**src/rtl/c499_bist_sched_pkg.sv**
```systemverilog
// Shared types and tap constants for the c499 BIST scheduler slice.
// Optional golden compare is controlled by C499_BIST_GOLDEN_CMP_EN.
package c499_bist_pkg;

  typedef enum logic [1:0] {
    IDLE  = 2'd0,
    RUN   = 2'd1,
    DRAIN = 2'd2,
    DONE  = 2'd3
  } state_t;

  // LFSR polynomial x^41 + x^38 + 1 (1-based tap positions)
  localparam int LFSR_TAP_HI = 41;
  localparam int LFSR_TAP_LO = 38;

  // MISR polynomial x^32 + x^22 + x^2 + x + 1 (1-based tap positions)
  localparam int MISR_TAP_A = 32;
  localparam int MISR_TAP_B = 22;
  localparam int MISR_TAP_C = 2;
  localparam int MISR_TAP_D = 1;

  localparam int MISR_W = 32;

  // One MISR compaction step; used where the post-update value is needed early.
  function automatic logic [MISR_W-1:0] misr_step(input logic [MISR_W-1:0] m,
                                                  input logic [MISR_W-1:0] d);
    logic fb;
    fb = m[MISR_TAP_A-1] ^ m[MISR_TAP_B-1] ^ m[MISR_TAP_C-1] ^ m[MISR_TAP_D-1];
    return {m[MISR_W-2:0], fb} ^ d;
  endfunction

endpackage

```
**src/rtl/c499_bist_sched_if.sv**
```systemverilog
// Control/data bundle between a BIST host and the c499 BIST scheduler.
// Golden-compare signals exist only with C499_BIST_GOLDEN_CMP_EN.
interface c499_bist_sched_if #(
  parameter int N_IN  = 41,
  parameter int N_OUT = 32
);
  logic             start;
  logic             abort;
  logic [N_IN-1:0]  dut_in;
  logic [N_OUT-1:0] dut_out;
  logic             busy;
  logic             done;
  logic [15:0]      pat_count;
  logic [N_OUT-1:0] signature;
`ifdef C499_BIST_GOLDEN_CMP_EN
  logic [N_OUT-1:0] golden_sig;
  logic             pass;

  modport slave (
    input  start, abort, dut_out, golden_sig,
    output dut_in, busy, done, pat_count, signature, pass
  );
  modport master (
    output start, abort, dut_out, golden_sig,
    input  dut_in, busy, done, pat_count, signature, pass
  );
`else
  modport slave (
    input  start, abort, dut_out,
    output dut_in, busy, done, pat_count, signature
  );
  modport master (
    output start, abort, dut_out,
    input  dut_in, busy, done, pat_count, signature
  );
`endif
endinterface

```
**src/rtl/c499_bist_sched_misr.sv**
```systemverilog
// Multiple-input signature register: clear has priority over compaction.
module c499_bist_misr
  import c499_bist_pkg::*;
#(
  parameter int WIDTH = 32
) (
  input  logic             clk,
  input  logic             reset_n,
  input  logic             i_en,
  input  logic             i_clr,
  input  logic [WIDTH-1:0] i_data,
  output logic [WIDTH-1:0] o_sig
);

  logic [WIDTH-1:0] r_sig;
  logic             w_fb;

  assign w_fb = r_sig[MISR_TAP_A-1] ^ r_sig[MISR_TAP_B-1] ^
                r_sig[MISR_TAP_C-1] ^ r_sig[MISR_TAP_D-1];

  always_ff @(posedge clk or negedge reset_n) begin
    if (!reset_n) begin
      r_sig <= '0;
    end else if (i_clr) begin
      r_sig <= '0;
    end else if (i_en) begin
      r_sig <= {r_sig[WIDTH-2:0], w_fb} ^ i_data;
    end
  end

  assign o_sig = r_sig;

endmodule

```
**src/rtl/c499_bist_sched.sv**
```systemverilog
// BIST scheduler for the registered c499 wrapper: LFSR stimulus, latency pipe, MISR.
// Define C499_BIST_GOLDEN_CMP_EN to build the golden-signature comparator.
module c499_bist_sched
  import c499_bist_pkg::*;
#(
  parameter int              N_IN         = 41,
  parameter int              N_OUT        = 32,
  parameter int              LATENCY      = 2,
  parameter int              NUM_PATTERNS = 256,
  parameter logic [N_IN-1:0] LFSR_SEED    = N_IN'(1)
) (
  input logic             clk,
  input logic             reset_n,
  c499_bist_sched_if.slave bus
);

  localparam logic [N_IN-1:0]    SEED       = (LFSR_SEED == '0) ? N_IN'(1) : LFSR_SEED;
  localparam logic [15:0]        NUM_PAT16  = 16'(NUM_PATTERNS);
  localparam logic [LATENCY-1:0] VALID_LAST = LATENCY'(1) << (LATENCY - 1);

  state_t             r_state;
  logic [N_IN-1:0]    r_lfsr;
  logic [N_IN-1:0]    r_dut_in;
  logic [LATENCY-1:0] r_valid;
  logic [15:0]        r_pat_count;
  logic               r_busy;
  logic               r_done;
  logic               w_start_ok;
  logic               w_misr_en;
  logic [N_OUT-1:0]   w_sig;
`ifdef C499_BIST_GOLDEN_CMP_EN
  logic               r_pass;
`endif

  assign w_start_ok = bus.start && !bus.abort && (r_state == IDLE || r_state == DONE);
  assign w_misr_en  = r_valid[LATENCY-1] && !bus.abort;

  always_ff @(posedge clk or negedge reset_n) begin
    if (!reset_n) begin
      r_state     <= IDLE;
      r_lfsr      <= SEED;
      r_dut_in    <= '0;
      r_valid     <= '0;
      r_pat_count <= '0;
      r_busy      <= 1'b0;
      r_done      <= 1'b0;
`ifdef C499_BIST_GOLDEN_CMP_EN
      r_pass      <= 1'b0;
`endif
    end else if (bus.abort) begin
      r_state <= IDLE;
      r_valid <= '0;
      r_busy  <= 1'b0;
      r_done  <= 1'b0;
`ifdef C499_BIST_GOLDEN_CMP_EN
      r_pass  <= 1'b0;
`endif
    end else begin
      case (r_state)
        IDLE, DONE: begin
          if (w_start_ok) begin
            r_state     <= RUN;
            r_lfsr      <= SEED;
            r_valid     <= '0;
            r_pat_count <= '0;
            r_busy      <= 1'b1;
            r_done      <= 1'b0;
`ifdef C499_BIST_GOLDEN_CMP_EN
            r_pass      <= 1'b0;
`endif
          end
        end
        RUN: begin
          r_dut_in    <= r_lfsr;
          r_lfsr      <= {r_lfsr[N_IN-2:0], r_lfsr[LFSR_TAP_HI-1] ^ r_lfsr[LFSR_TAP_LO-1]};
          r_valid     <= (r_valid << 1) | LATENCY'(1);
          r_pat_count <= r_pat_count + 16'd1;
          if (r_pat_count + 16'd1 == NUM_PAT16) begin
            r_state <= DRAIN;
          end
        end
        DRAIN: begin
          r_valid <= r_valid << 1;
          // The last vector entered at pipe bit 0; it reaches the top after LATENCY-1
          // drain shifts, so this edge is the LATENCY-th drain cycle and the final capture.
          if (r_valid == VALID_LAST) begin
            r_state <= DONE;
            r_busy  <= 1'b0;
            r_done  <= 1'b1;
`ifdef C499_BIST_GOLDEN_CMP_EN
            r_pass  <= (misr_step(w_sig, bus.dut_out) == bus.golden_sig);
`endif
          end
        end
        default: r_state <= IDLE;
      endcase
    end
  end

  c499_bist_misr #(
    .WIDTH (N_OUT)
  ) u_misr (
    .clk     (clk),
    .reset_n (reset_n),
    .i_en    (w_misr_en),
    .i_clr   (w_start_ok),
    .i_data  (bus.dut_out),
    .o_sig   (w_sig)
  );

  assign bus.dut_in    = r_dut_in;
  assign bus.busy      = r_busy;
  assign bus.done      = r_done;
  assign bus.pat_count = r_pat_count;
  assign bus.signature = w_sig;
`ifdef C499_BIST_GOLDEN_CMP_EN
  assign bus.pass      = r_pass;
`endif

endmodule
```
**src/flat_wrapper.sv**
```systemverilog
// flat-port wrapper written by rule: the top's interface ports become plain ports
module c499_bist_sched_flat import c499_bist_pkg::*;
#(
  parameter int              N_IN         = 41,
  parameter int              N_OUT        = 32,
  parameter int              LATENCY      = 2,
  parameter int              NUM_PATTERNS = 256,
  parameter logic [N_IN-1:0] LFSR_SEED    = N_IN'(1)
)
  (clk, reset_n, bus_start, bus_abort, bus_dut_out, bus_dut_in, bus_busy, bus_done, bus_pat_count, bus_signature);
  c499_bist_sched_if #(.N_IN(N_IN), .N_OUT(N_OUT)) bus_i ();
  input logic clk;
  input logic reset_n;
  input wire logic [$bits(bus_i.start)-1:0] bus_start;
  input wire logic [$bits(bus_i.abort)-1:0] bus_abort;
  input wire logic [$bits(bus_i.dut_out)-1:0] bus_dut_out;
  output wire logic [$bits(bus_i.dut_in)-1:0] bus_dut_in;
  output wire logic [$bits(bus_i.busy)-1:0] bus_busy;
  output wire logic [$bits(bus_i.done)-1:0] bus_done;
  output wire logic [$bits(bus_i.pat_count)-1:0] bus_pat_count;
  output wire logic [$bits(bus_i.signature)-1:0] bus_signature;
  assign bus_i.start = bus_start;
  assign bus_i.abort = bus_abort;
  assign bus_i.dut_out = bus_dut_out;
  assign bus_dut_in = bus_i.dut_in;
  assign bus_busy = bus_i.busy;
  assign bus_done = bus_i.done;
  assign bus_pat_count = bus_i.pat_count;
  assign bus_signature = bus_i.signature;
  c499_bist_sched #(.N_IN(N_IN), .N_OUT(N_OUT), .LATENCY(LATENCY), .NUM_PATTERNS(NUM_PATTERNS), .LFSR_SEED(LFSR_SEED)) u_core (.clk(clk), .reset_n(reset_n), .bus(bus_i));
endmodule
```
**config.mk**
```make
export PLATFORM = sky130hd
export DESIGN_NAME = c499_bist_sched_flat
export DESIGN_NICKNAME = d
export VERILOG_FILES = /design/src/rtl/c499_bist_sched_pkg.sv /design/src/rtl/c499_bist_sched_if.sv /design/src/rtl/c499_bist_sched_misr.sv /design/src/rtl/c499_bist_sched.sv /design/src/flat_wrapper.sv
export SDC_FILE = /design/constraint.sdc
export NUM_CORES = 1
export LEC_CHECK = 0
export CAP_MARGIN = 20
export CORE_MARGIN = 8
export CORE_UTILIZATION = 55
export CTS_CLUSTER_DIAMETER = 150
export DETAILED_ROUTE_END_ITERATION = 10
export GPL_TIMING_DRIVEN = 0
export PLACE_DENSITY = 0.88
export SLEW_MARGIN = 15
export SYNTH_ARGS = -nofsm -noshare
export SYNTH_HDL_FRONTEND = slang
export SYNTH_SLANG_ARGS = --single-unit
```
**constraint.sdc**
```tcl
create_clock -name clk -period 5.57 [get_ports clk]
set_clock_uncertainty 0.15 [all_clocks]
set_input_delay 1.114 -clock clk [delete_from_list [all_inputs] [get_ports clk]]
set_output_delay 1.114 -clock clk [all_outputs]
set_load 0.01 [all_outputs]
```
=== After elaboration in Yosys (flattened, before gate mapping) ===
Index checks and enable logic that the tools add are counted.

* Register bits after elaboration: 136
* Bits in latches: 0
* Memory bits (writable): 0
* Memory bits (read-only): 0
* Bits of input ports: 36
* Output and inout bits: 91
* Logic and storage cells: 60
* Memories kept: 0

* Add/subtract/negate cells: 1
* Multiply operators: 0
* Divide/modulo/power cells: 0
* $lt $le $gt $ge: 0
* Equality and inequality tests: 9
* Shift-type cells: 0
* Muxes and demuxes: 22
* Bitwise operators: 6
* Reduce and logical (&&, ||, !) cells: 14

{| class="wikitable"
|+ Operators with widths
! operator !! count
|-
| $pmux 41 s2 || 1
|-
| $mux 32 || 2
|-
| $mux 41 || 1
|-
| $pmux 16 s2 || 1
|-
| $xor 32x32->32 || 1
|-
| $add 16x1->16 const B || 1
|-
| $eq 16x9->1 const B || 1
|-
| $mux 16 || 1
|-
| $mux 2 || 6
|-
| $pmux 2 s3 || 2
|-
| $reduce_and 3->1 || 3
|-
| $eq 2x2->1 const B || 3
|-
| $mux 1 || 6
|-
| $ne 3x2->1 const B || 2
|-
| $pmux 1 s2 || 2
|-
| $reduce_bool 2->1 || 2
|-
| $xor 1x1->1 || 4
|-
| $logic_and 1x1->1 || 3
|-
| $ne 3x3->1 const B || 1
|-
| $reduce_bool 3->1 || 1
|-
| $eq 2x1->1 const B || 1
|-
| $logic_not 2->1 || 1
|-
| $ne 2x2->1 const B || 1
|-
| $reduce_and 2->1 || 1
|-
| other kinds (4) || 4
|}

=== Depth between registers and ports, before layout ===
Gate-level depths: netlist of run 1.

* Word-level depth: 6
* Mapped depth: 9
* Depth with buffers taken out: 7

=== By module ===
A second synthesis of run 1 with hierarchy kept.

* Cell total of the unflattened synthesis: 505
* Area total of the unflattened synthesis: 5941.9 um2

{| class="wikitable"
|+ Modules (own cells, without submodules)
! module !! instances !! cells an instance !! area an instance (um2) !! sequential area each (um2)
|-
| c499_bist_sched || 1 || 362 || 4424.2 || 2603.7
|-
| c499_bist_misr || 1 || 143 || 1517.7 || 800.8
|}

=== Least setup slack after synthesis of run 1 ===
Ideal clock, no wire load.

* Path kind: input port to flip-flop
* From: input port bus_abort
* To: register u_core.r_pat_count[12], in the netlist u_core.bus.pat_count[12]
* Library setup time: 0.121 ns
* Arrival: 2.419 ns
* Required time: 5.299 ns
* Setup slack: 2.880 ns
* Stages: 5
* Buffers on the path: 2
* Path through: clkbuf_1 nor3_1 clkbuf_1 o21ai_0 a22o_1

* Word-level cells in the longest chain between the ends: 5
* Elaborated cells between the ends (all ways): 6
* Those cells by class: eq/ne (1); bitwise (1); reduce/logical (4)

{| class="wikitable"
|+ Ends and longest elaborated chain
! item !! RTL line !! RTL
|-
| from (decl) || flat_wrapper.sv:15 || <nowiki>input wire logic [$bits(bus_i.abort)-1:0] bus_abort;</nowiki>
|-
| $logic_not 1->1 || c499_bist_sched.sv:35 || <nowiki>assign w_start_ok = bus.start && !bus.abort && (r_state == IDLE || r_state == DONE);</nowiki>
|-
| $logic_and 1x1->1 (2 in series) || c499_bist_sched.sv:35 ||
|-
| $ne 2x2->1 (no source line) || n/a ||
|-
| $reduce_and 3->1 (no source line) (*) || n/a ||
|-
| to (signal assigned) || c499_bist_sched.sv:77 || <nowiki>r_pat_count <= r_pat_count + 16'd1;</nowiki>
|-
| to (decl) || c499_bist_sched.sv:25 || <nowiki>logic [15:0] r_pat_count;</nowiki>
|}

Every way passes the cells marked *; elsewhere a longest branch is shown, timed or not.
A chain may end at the register's enable or synchronous reset.

=== Final worst setup path of run 1 ===
* From: input port bus_start
* To: register u_core.r_lfsr[38]

* Word-level cells in the longest chain between the ends: 4

{| class="wikitable"
|+ Ends and longest elaborated chain
! item !! RTL line !! RTL
|-
| from (decl) || flat_wrapper.sv:14 || <nowiki>input wire logic [$bits(bus_i.start)-1:0] bus_start;</nowiki>
|-
| $logic_and 1x1->1 (2 in series) || c499_bist_sched.sv:35 ||
|-
| $ne 2x2->1 (no source line) || n/a ||
|-
| $reduce_and 3->1 (no source line) || n/a ||
|-
| to (signal assigned) || c499_bist_sched.sv:75 || <nowiki>r_lfsr <= {r_lfsr[N_IN-2:0], r_lfsr[LFSR_TAP_HI-1] ^ r_lfsr[LFSR_TAP_LO-1]};</nowiki>
|-
| to (decl) || c499_bist_sched.sv:22 || <nowiki>logic [N_IN-1:0] r_lfsr;</nowiki>
|}

Every way passes these cells.

==> results of run 1 <==
==> Yosys cell counts (2+ instances only) <==
cell type / number / area [um2]
inv_1: 5 / 18.8
o31ai_1: 4 / 30.0
a21boi_0: 2 / 15.0
nor4_1: 2 / 12.5
o21ai_1: 2 / 10.0
o21ai_0: 50 / 250
buf_2: 5 / 25.0
nand2_1: 139 / 522
mux2_2: 41 / 462
nand3_1: 52 / 260
nand2b_1: 5 / 31.3
buf_1: 11 / 41.3
clkbuf_1: 18 / 67.6
a22o_1: 4 / 35.0
or3_1: 4 / 25.0
xnor2_1: 36 / 315
a21oi_1: 9 / 45.0
nor2_1: 19 / 71.3
o41ai_1: 2 / 17.5
ha_1: 4 / 50.1
mux2i_1: 2 / 20.0
nand4_1: 2 / 12.5
nor3_1: 7 / 35.0
dfrtp_1: 135 / 3380
==> cell type report <==
cell class,instances,area (um2),area share
inverter,6,22.5,0.00280
multi-input combinational,408,2420,0.302
clock inverter,6,65.1,0.00810
clock buffer,26,508,0.0633
tap,140,175,0.0218
timing repair buffer,126,1280,0.159
sequential,136,3400,0.424
buffer,36,150,0.0187
==> per-layer routing <==
metal | track usage | vias up
met2 | 0.342 | 213
met3 | 0.0788 | 25
met4 | 0.0765 | 0
met5 | 0 | -
met1 | 0.265 | 2412
li1 | - | 2277
==> cell usage in the layout, fill, tap and decap left out, types with 2 or more instances in the layout <==
cell type / count
mux2_2: 41
clkdlybuf4s50_1: 124
nor2_1: 19
a21boi_0: 2
a21oi_1: 9
ha_1: 4
mux2i_1: 2
or3_1: 4
nand2b_1: 5
nor4_1: 2
nand3_1: 52
buf_2: 5
nor3_1: 6
nand4_1: 2
xnor2_1: 36
o21ai_0: 50
dfrtp_1: 135
clkbuf_8: 7
o41ai_1: 2
a22o_1: 4
clkbuf_1: 21
clkinvlp_4: 4
buf_1: 11
o31ai_1: 4
o21ai_1: 2
clkbuf_16: 16
inv_1: 5
buf_6: 2
nand2_1: 139
==> worst min-delay path, delay by kind of cell, from the launching register on <==
| kind | cells | cell delay [ns] |
|---|---|---|
| flops | 1 | 0.37 |
| simple gates | 2 | 0.11 |
==> flip-flops by register name, summed over array words and instances (netlist names) <==
register / count
u_core.bus.dut_in: 41
u_core.bus.done: 1
u_core.r_lfsr: 41
u_core.r_valid: 2
u_core.u_misr.o_sig: 32
u_core.bus.busy: 1
u_core.r_state: 2
u_core.bus.pat_count: 16
==> power by group through the flow <==
stage               clock network [W]  registers (W)  logic (W)
CTS                           0.00109        0.00108   0.000577
global route                  0.00113        0.00109   0.000640
finish                        0.00107        0.00108   0.000577
detailed placement                  0        0.00110   0.000574
global placement                    0        0.00110   0.000549
floorplan                           0        0.00110   0.000329
==> per-stage QoR <==
stage                     area [um2]  TNS (ns)
after floorplan                 6000         0
after global placement          7420   -241.63
after detailed placement        7460         0
after CTS                       8030         0
after global routing            8030         0
final                           8030         0
==> cells by family after synthesis <==
family                   Yosys count  share of synthesized area
XOR/XNOR                          38                     0.0568
AND/OR/NAND/NOR                  238                      0.173
AO/OA/AOI/OAI                     85                     0.0847
flip-flops                       136                      0.568
multiplexers                      43                     0.0803
adder cells (fa/ha/maj)            4                    0.00835
buffers and inverters             42                     0.0288
==> worst min path at each step <==
stage	from	endpoint	slack (ns)
after floorplan	u_core.r_lfsr[10]	u_core.r_lfsr[10]	0.31
after global placement	u_core.r_lfsr[19]	u_core.r_lfsr[19]	0.32
after detailed placement	u_core.r_lfsr[28]	u_core.r_lfsr[28]	0.34
after CTS	u_core.r_lfsr[14]	u_core.r_lfsr[14]	0.35
after global routing	u_core.bus.dut_in[9]	u_core.bus.dut_in[9]	0.37
final	u_core.r_lfsr[22]	u_core.r_lfsr[22]	0.35
==> flow_summary.ini, run 1 <==
[power]
seqPwrFrac = 0.397
p_comb_frac = 0.212
ir_drop_uv = 253
total_power_w = 0.00273
power.share.clock = 0.391
p_int_w = 0.00192
sw_frac_of_total = 0.298
power_per_cell_area_mw_per_mm2 = 340
p_sw_w = 0.000812
cellLeakagePower_nw = 3.67

[routing]
drc_errors = 0
drt_iter0_markers = 353
dr.pass1.iters = 5
num_vias = 4927
drtAntennaViolNets = 0
routedWlPerCell_um = 17.2
vias_per_cell = 5.57
wl_met3_um = 1310
wl_met2_um = 7330
wl_met1_um = 6290
top_layer_used = met4
drt-total-wl_um = 15200

[placement]
place_ws_ns = 2.05
hpwl_um = 10800
port_buffers = 125
place_inst = 852
gp_congestion = 0.863

[worst_setup_path]
worstPathRequired_ns = 5.88
critPathLaunch = bus_start
r2r_start = u_core.bus.pat_count[0]
path_cells = clkdlybuf4s50_1, nor2b_1, or3_1, clkbuf_1, clkbuf_1, buf_1, nand2_1, nand2_1
worstSetupStartpointType = primary input
worstRegToRegCells = 7
worst-path-buf-inv = 4
crit_path_end = u_core.r_lfsr[38]
r2r_slack_ns = 2.74
worstSetupEndpointType = flip-flop
crit_path_max_fanout = 10
worstSetupPathType = in -> reg
reg2reg_to = u_core.r_state[1]
critPathMaxStageDelay_ns = 0.45
arrival_ns = 3.32
cp_slowest_cell = clkdlybuf4s50_1
cp_top_family = buffers and inverters
critical_path_depth = 8

[timing]
hold_violations = 0
maxSlewViolCount = 0
worst_pin_slew_ns = 0.791
worst_slack_ns = 2.55
fmax_ghz = 0.331
slew_headroom = 0.472
finalSetupViolations = 0
timing.hold.ws_ns = 0.351
period_needed_ns = 3.02
rsz0062_at_grt = false
post-route-period-util = 0.542

[grt]
grt_pass1_wl_um = 25100
antenna_found_initial = 0
grtUsageTotal = 0.215
grt_start_max_net_pins = 87
grt_pass1_vias = 5005
grt_overflow_total = 0

[finish]
num-fill-cells = 716
utilization = 0.747
layout-drive-gt1-share = 0.117
antenna_cells = 0
stdcell_count = 884
area_growth_syn_to_layout_pct = 33.9
fin_nets = 771

[synth]
yosysWarnings = 0
syn_area_mm2 = 0.00600
seq_area_frac_synth = 0.568
postSynthNetCount = 626
netlist_instances = 586
ys_ff_latch = 136
synthDistinctLibCells = 50
synth-edff-count = 0
async_flop_share = 1.00
synth_area_per_cell_um2 = 10.2
dominantRegCellSynth = dfrtp_1

[die]
start_util = 0.558
io_pins = 127
rows = 38
design.die.area_mm2 = 0.0145
die_x_um = 120
die_h_um = 120
core_mm2 = 0.0107

[clocking]
cts_tree = done
clk-insertion-delay-late_ns = 0.52
cts_sinks = 136
path_clk_slew_ns = 0.06
postCtsSetupBuffers = 0
numCtsBuffers = 17
cts_buffer_depth = 2
htreeDepth = 4
cts_root_buffer = clkbuf_8
ctsResizeCount = 0
cts_hold_buf = 0

[run_status]
status = finished, final reports clean

[worst_hold_path]
whs_path_depth = 2
worstHoldPathType = reg -> reg

[job]
drv_cap = 0
No activity file was read; power rests on OpenSTA's default activity.
==> run 2, diff against run 1 <==
--- a/config.mk
+++ b/config.mk
@@ -7,11 +7,11 @@
 export LEC_CHECK = 0
 export CAP_MARGIN = 20
 export CORE_MARGIN = 8
-export CORE_UTILIZATION = 55
+export CORE_UTILIZATION = 51
 export CTS_CLUSTER_DIAMETER = 150
 export DETAILED_ROUTE_END_ITERATION = 10
 export GPL_TIMING_DRIVEN = 0
-export PLACE_DENSITY = 0.88
+export PLACE_DENSITY = 0.83
 export SLEW_MARGIN = 15
 export SYNTH_ARGS = -nofsm -noshare
 export SYNTH_HDL_FRONTEND = slang
==> constraint.sdc (replaced) <==
create_clock -name clk -period 3.1 [get_ports clk]
set_clock_uncertainty 0.15 [all_clocks]
set_input_delay 0.62 -clock clk [delete_from_list [all_inputs] [get_ports clk]]
set_output_delay 0.62 -clock clk [all_outputs]
set_load 0.01 [all_outputs]
==> flow_summary.ini, run 2 (same netlist as run 1, synthesis figures left out) <==
[run_status]
status = finished, final reports clean

[power]
p_int_w = 0.00330
seqPwrFrac = 0.411
p_comb_frac = 0.218
power_per_cell_area_mw_per_mm2 = 594
ir_drop_uv = 406
power.share.clock = 0.371
total_power_w = 0.00474
sw_frac_of_total = 0.304
p_sw_w = 0.00144
cellLeakagePower_nw = 3.65

[finish]
fin_nets = 772
final_cell_mix = nand2_1 (139), dfrtp_1 (135), clkdlybuf4s50_1 (124)
mostFrequentLayoutCell = nand2_1
area_growth_syn_to_layout_pct = 33.0
layout-drive-gt1-share = 0.116
antenna_cells = 0
stdcell_area_mm2 = 0.00798
num-fill-cells = 851

[grt]
grt_pass1_vias = 5089
grt_pass1_wl_um = 25700
antenna_found_initial = 0
grt_start_max_net_pins = 81
grt_overflow_total = 0
grtUsageTotal = 0.200

[worst_setup_path]
reg2reg_to = u_core.r_state[1]
crit_path_max_fanout = 8
arrival_ns = 3.01
path_cells = ha_1, nand4_2, or4_4, xnor2_2, nand3_1, o41a_1, o221a_1
r2r_slack_ns = 0.24
worstSetupPathType = reg -> reg
r2r_start = u_core.bus.pat_count[0]
cp_slowest_cell = or4_4
worstSetupStartpointType = flip-flop
worstRegToRegCells = 7
worstSetupEndpointType = flip-flop
worstPathRequired_ns = 3.25
worst-path-buf-inv = 0
cp_top_family = simple AND/OR/NAND/NOR gates
critPathMaxStageDelay_ns = 0.56

[clocking]
cts_tree = done
path_clk_slew_ns = 0.05
cts_buffer_depth = 2
clk-insertion-delay-late_ns = 0.41
cts_sinks = 136
postCtsSetupBuffers = 0
htreeDepth = 4
cts_hold_buf = 0
numCtsBuffers = 17
ctsResizeCount = 0
cts_root_buffer = clkbuf_16

[timing]
rsz0062_at_grt = false
worst_slack_ns = 0.241
timing.hold.ws_ns = 0.0151
tns_ns = 0
maxSlewViolCount = 0
worst_pin_slew_ns = 0.577
post-route-period-util = 0.922
slew_headroom = 0.615
fmax_ghz = 0.350
finalSetupViolations = 0
hold_violations = 0
period_needed_ns = 2.86

[placement]
post_dp_cell_area_mm2 = 0.00746
port_buffers = 125
gp_congestion = 0.869
hpwl_um = 10800
place_ws_ns = 0.0523

[die]
die_x_um = 124
io_pins = 127
design.die.area_mm2 = 0.0155
die_h_um = 124
rows = 39
start_util = 0.523
core_mm2 = 0.0115

[routing]
vias_per_cell = 5.54
routedWlPerCell_um = 17.2
drtAntennaViolNets = 0
drt_iter0_markers = 392
drc_errors = 0
drt-total-wl_um = 15300
dr.pass1.iters = 6
num_vias = 4910

[worst_hold_path]
worstHoldPathType = in -> async

[job]
drv_cap = 0
[run 2: layout make-up]
cell class                      instances  area, um2  area share
Inverter                                6       22.5     0.00282
Clock buffer                           21        460      0.0577
Tap cell                              143        179      0.0224
Timing Repair Buffer                  127       1280       0.161
Clock inverter                          9       53.8     0.00675
Sequential cell                       136       3400       0.427
Buffer                                 36        150      0.0188
Multi-Input combinational cell        408       2420       0.303
[run 2: worst reg2reg max path, cell delays in order, from the launching register on]
cell     delay (ns)
dfrtp_1        0.47
ha_1           0.37
nand4_2        0.22
or4_4          0.56
xnor2_2        0.15
nand3_1        0.17
o41a_1         0.41
o221a_1        0.25
[run 2: worst max-delay path by stage]
stage                                        from                  endpoint  depth (start not counted)
after floorplan           u_core.bus.pat_count[0]         u_core.r_state[1]                          7
after global placement                    reset_n     u_core.bus.dut_in[14]                          1
after detailed placement                bus_start  u_core.bus.pat_count[12]                          7
after CTS                 u_core.bus.pat_count[0]         u_core.r_state[1]                          7
after global routing      u_core.bus.pat_count[0]         u_core.r_state[1]                          8
final                     u_core.bus.pat_count[0]         u_core.r_state[1]                          7
[run 2: power groups by stage]
stage / Clock, W / Combinational (W) / Sequential, W
floorplan: 0 / 0.000592 / 0.00199
global placement: 0 / 0.000991 / 0.00197
detailed placement: 0 / 0.00102 / 0.00198
CTS: 0.00179 / 0.00104 / 0.00195
global route: 0.00186 / 0.00114 / 0.00195
finish: 0.00176 / 0.00103 / 0.00195
[run 2: layer usage]
metal,up-vias,global-route usage,wire (um)
li1,2284,-,-
met5,-,0,0
met4,0,0.0794,268
met1,2415,0.247,6690
met3,32,0.0626,1010
met2,179,0.321,7310
[run 2: per-stage QoR]
stage / std cells / utilization
2_1_floorplan: 586 / -
3_3_place_gp: 854 / 0.648
3_5_place_dp: 856 / 0.651
6_report: 886 / 0.695
5_1_grt: 886 / 0.695
4_1_cts: 886 / 0.695
==> run 3, diff against run 2 <==
--- a/config.mk
+++ b/config.mk
@@ -15,4 +15,5 @@
 export SLEW_MARGIN = 15
 export SYNTH_ARGS = -nofsm -noshare
 export SYNTH_HDL_FRONTEND = slang
+export SYNTH_HIERARCHICAL = 1
 export SYNTH_SLANG_ARGS = --single-unit
==> flow_summary.ini, run 3 <==
[finish]
final_cell_mix = dfrtp_1 (135), clkdlybuf4s50_1 (125), nor2_1 (52)
layout-drive-gt1-share = 0.140
mostFrequentLayoutCell = dfrtp_1
fin_nets = 691
area_growth_syn_to_layout_pct = 34.4
antenna_cells = 0

[synth]
synth_area_per_cell_um2 = 11.8
postSynthNetCount = 545
synth.area.top_cells = dfrtp_1 (57%), mux2_2 (7.6%), a22o_1 (5.9%), xnor2_1 (5.3%), a211oi_1 (3.9%)
seq_area_frac_synth = 0.573
yosysMostFrequentCell = dfrtp_1
synth_top_area_frac = 0.569
ys_ff_latch = 136
dominantRegCellSynth = dfrtp_1
netlist_instances = 505
syn_area_mm2 = 0.00594
synth-edff-count = 0
yosysWarnings = 6
async_flop_share = 1.00
synthDistinctLibCells = 50
synthTopCellsByCount = dfrtp_1 (135), nor2_1 (52), a22o_1 (40), mux2_2 (40), xnor2_1 (36)
synth_top_area_cell = dfrtp_1

[timing]
period_needed_ns = 2.89
fmax_ghz = 0.347
maxSlewViolCount = 0
slew_headroom = 0.581
tns_ns = 0
finalSetupViolations = 0
timing.hold.ws_ns = 0.0524
worst_pin_slew_ns = 0.628
rsz0062_at_grt = false
hold_violations = 0
post-route-period-util = 0.931

[grt]
grt_pass1_wl_um = 23300
grt_overflow_total = 0
antenna_found_initial = 0
grtUsageTotal = 0.192
grt_start_max_net_pins = 70
grt_pass1_vias = 4637

[routing]
drt-total-wl_um = 14500
num_vias = 4524
drt_iter0_markers = 311
drtAntennaViolNets = 0
drc_errors = 0
routedWlPerCell_um = 17.9
vias_per_cell = 5.61
dr.pass1.iters = 4

[run_status]
status = finished, final reports clean

[worst_setup_path]
worstRegToRegCells = 10
worstSetupStartpointType = primary input
crit_path_max_fanout = 10
arrival_ns = 2.99
worstSetupPathType = in -> reg
worstPathRequired_ns = 3.21
worstSetupEndpointType = flip-flop

[clocking]
clk-insertion-delay-late_ns = 0.40
numCtsBuffers = 17
htreeDepth = 4
cts_buffer_depth = 2
cts_root_buffer = clkbuf_16
path_clk_slew_ns = 0.06
cts_sinks = 136
cts_tree = done

[placement]
port_buffers = 126
gp_congestion = 0.859
hpwl_um = 10100

[die]
start_util = 0.520
die_x_um = 124
die_h_um = 124
rows = 39
core_mm2 = 0.0114
design.die.area_mm2 = 0.0154
io_pins = 127

[worst_hold_path]
worstHoldPathType = in -> async

[job]
drv_cap = 0

[power]
cellLeakagePower_nw = 3.43
total_power_w = 0.00600
ir_drop_uv = 513
power_per_cell_area_mw_per_mm2 = 751
[run 3: critical path, stage by stage]
cell	delay [ns]
clkdlybuf4s50_1	0.50
nand2b_1	0.11
clkbuf_1	0.39
or3_1	0.20
clkbuf_1	0.34
clkbuf_1	0.45
nor2_1	0.09
o21ai_0	0.18
o31ai_1	0.11
[run 3: area by class of cell]
cell class	instances	area (um2)
tap	143	179
clock buffer	21	470
inverter	5	18.8
timing repair buffer	127	1290
multi-input combinational	328	2380
clock inverter	11	98.8
sequential	136	3400
buffer	36	146
fill	818	3430
[run 3: worst paths after layout]
kind,from,slack (ns),to
max,bus_abort,0.21,u_core/bus.pat_count[3]
min,reset_n,0.05,u_core/bus.pat_count[12]
max reg2reg,u_core/r_state[1],0.26,u_core/bus.pat_count[3]
min reg2reg,u_core/bus.busy,0.33,u_core/bus.busy
max in group asynchronous,reset_n,1.97,u_core/r_lfsr[0]
min in group clk,u_core/bus.busy,0.33,u_core/bus.busy
[run 3: cells by family after synthesis]
family,after synthesis,share of synthesized area
AOI/OAI and AO/OA,131,0.162
xor gates and xnor gates,37,0.0545
adders and majority gates,4,0.00842
buffers and inverters,41,0.0278
DFF,136,0.573
muxes,42,0.0792
and+or+nand+nor,114,0.0956
[run 3: power breakdown]
group          leakage, nW  switching, W  internal, W
combinational         1.27      0.000893     0.000898
clock                0.275      0.000725      0.00116
sequential            1.88      0.000269      0.00205
[run 3: routing by layer]
metal	global-route usage	part of all wire	vias to the layer above
met3	0.0580	0.073	12
met5	0	0	-
met2	0.308	0.48	141
li1	-	-	2123
met4	0.0617	0.010	0
met1	0.245	0.44	2248
[run 3: stage by stage]
step	std cells	area, um2	setup WS (ns)	util
after global placement	774	7380	-3.80	0.647
after global routing	807	7990	0.0311	0.699
after CTS	807	7980	0.138	0.699
after detailed placement	775	7410	-0.266	0.649
final	807	7990	0.215	0.699
after floorplan	505	5940	0.723	-
[run 3: repair_timing]
item | 4_1_cts | 5_1_grt
hold endpoints to repair | 0 | 0
hold buffers | 0 | 0
endpoints found under the setup margin | 0 | 7
setup buffers | 0 | 0
gates resized for setup | 0 | 1
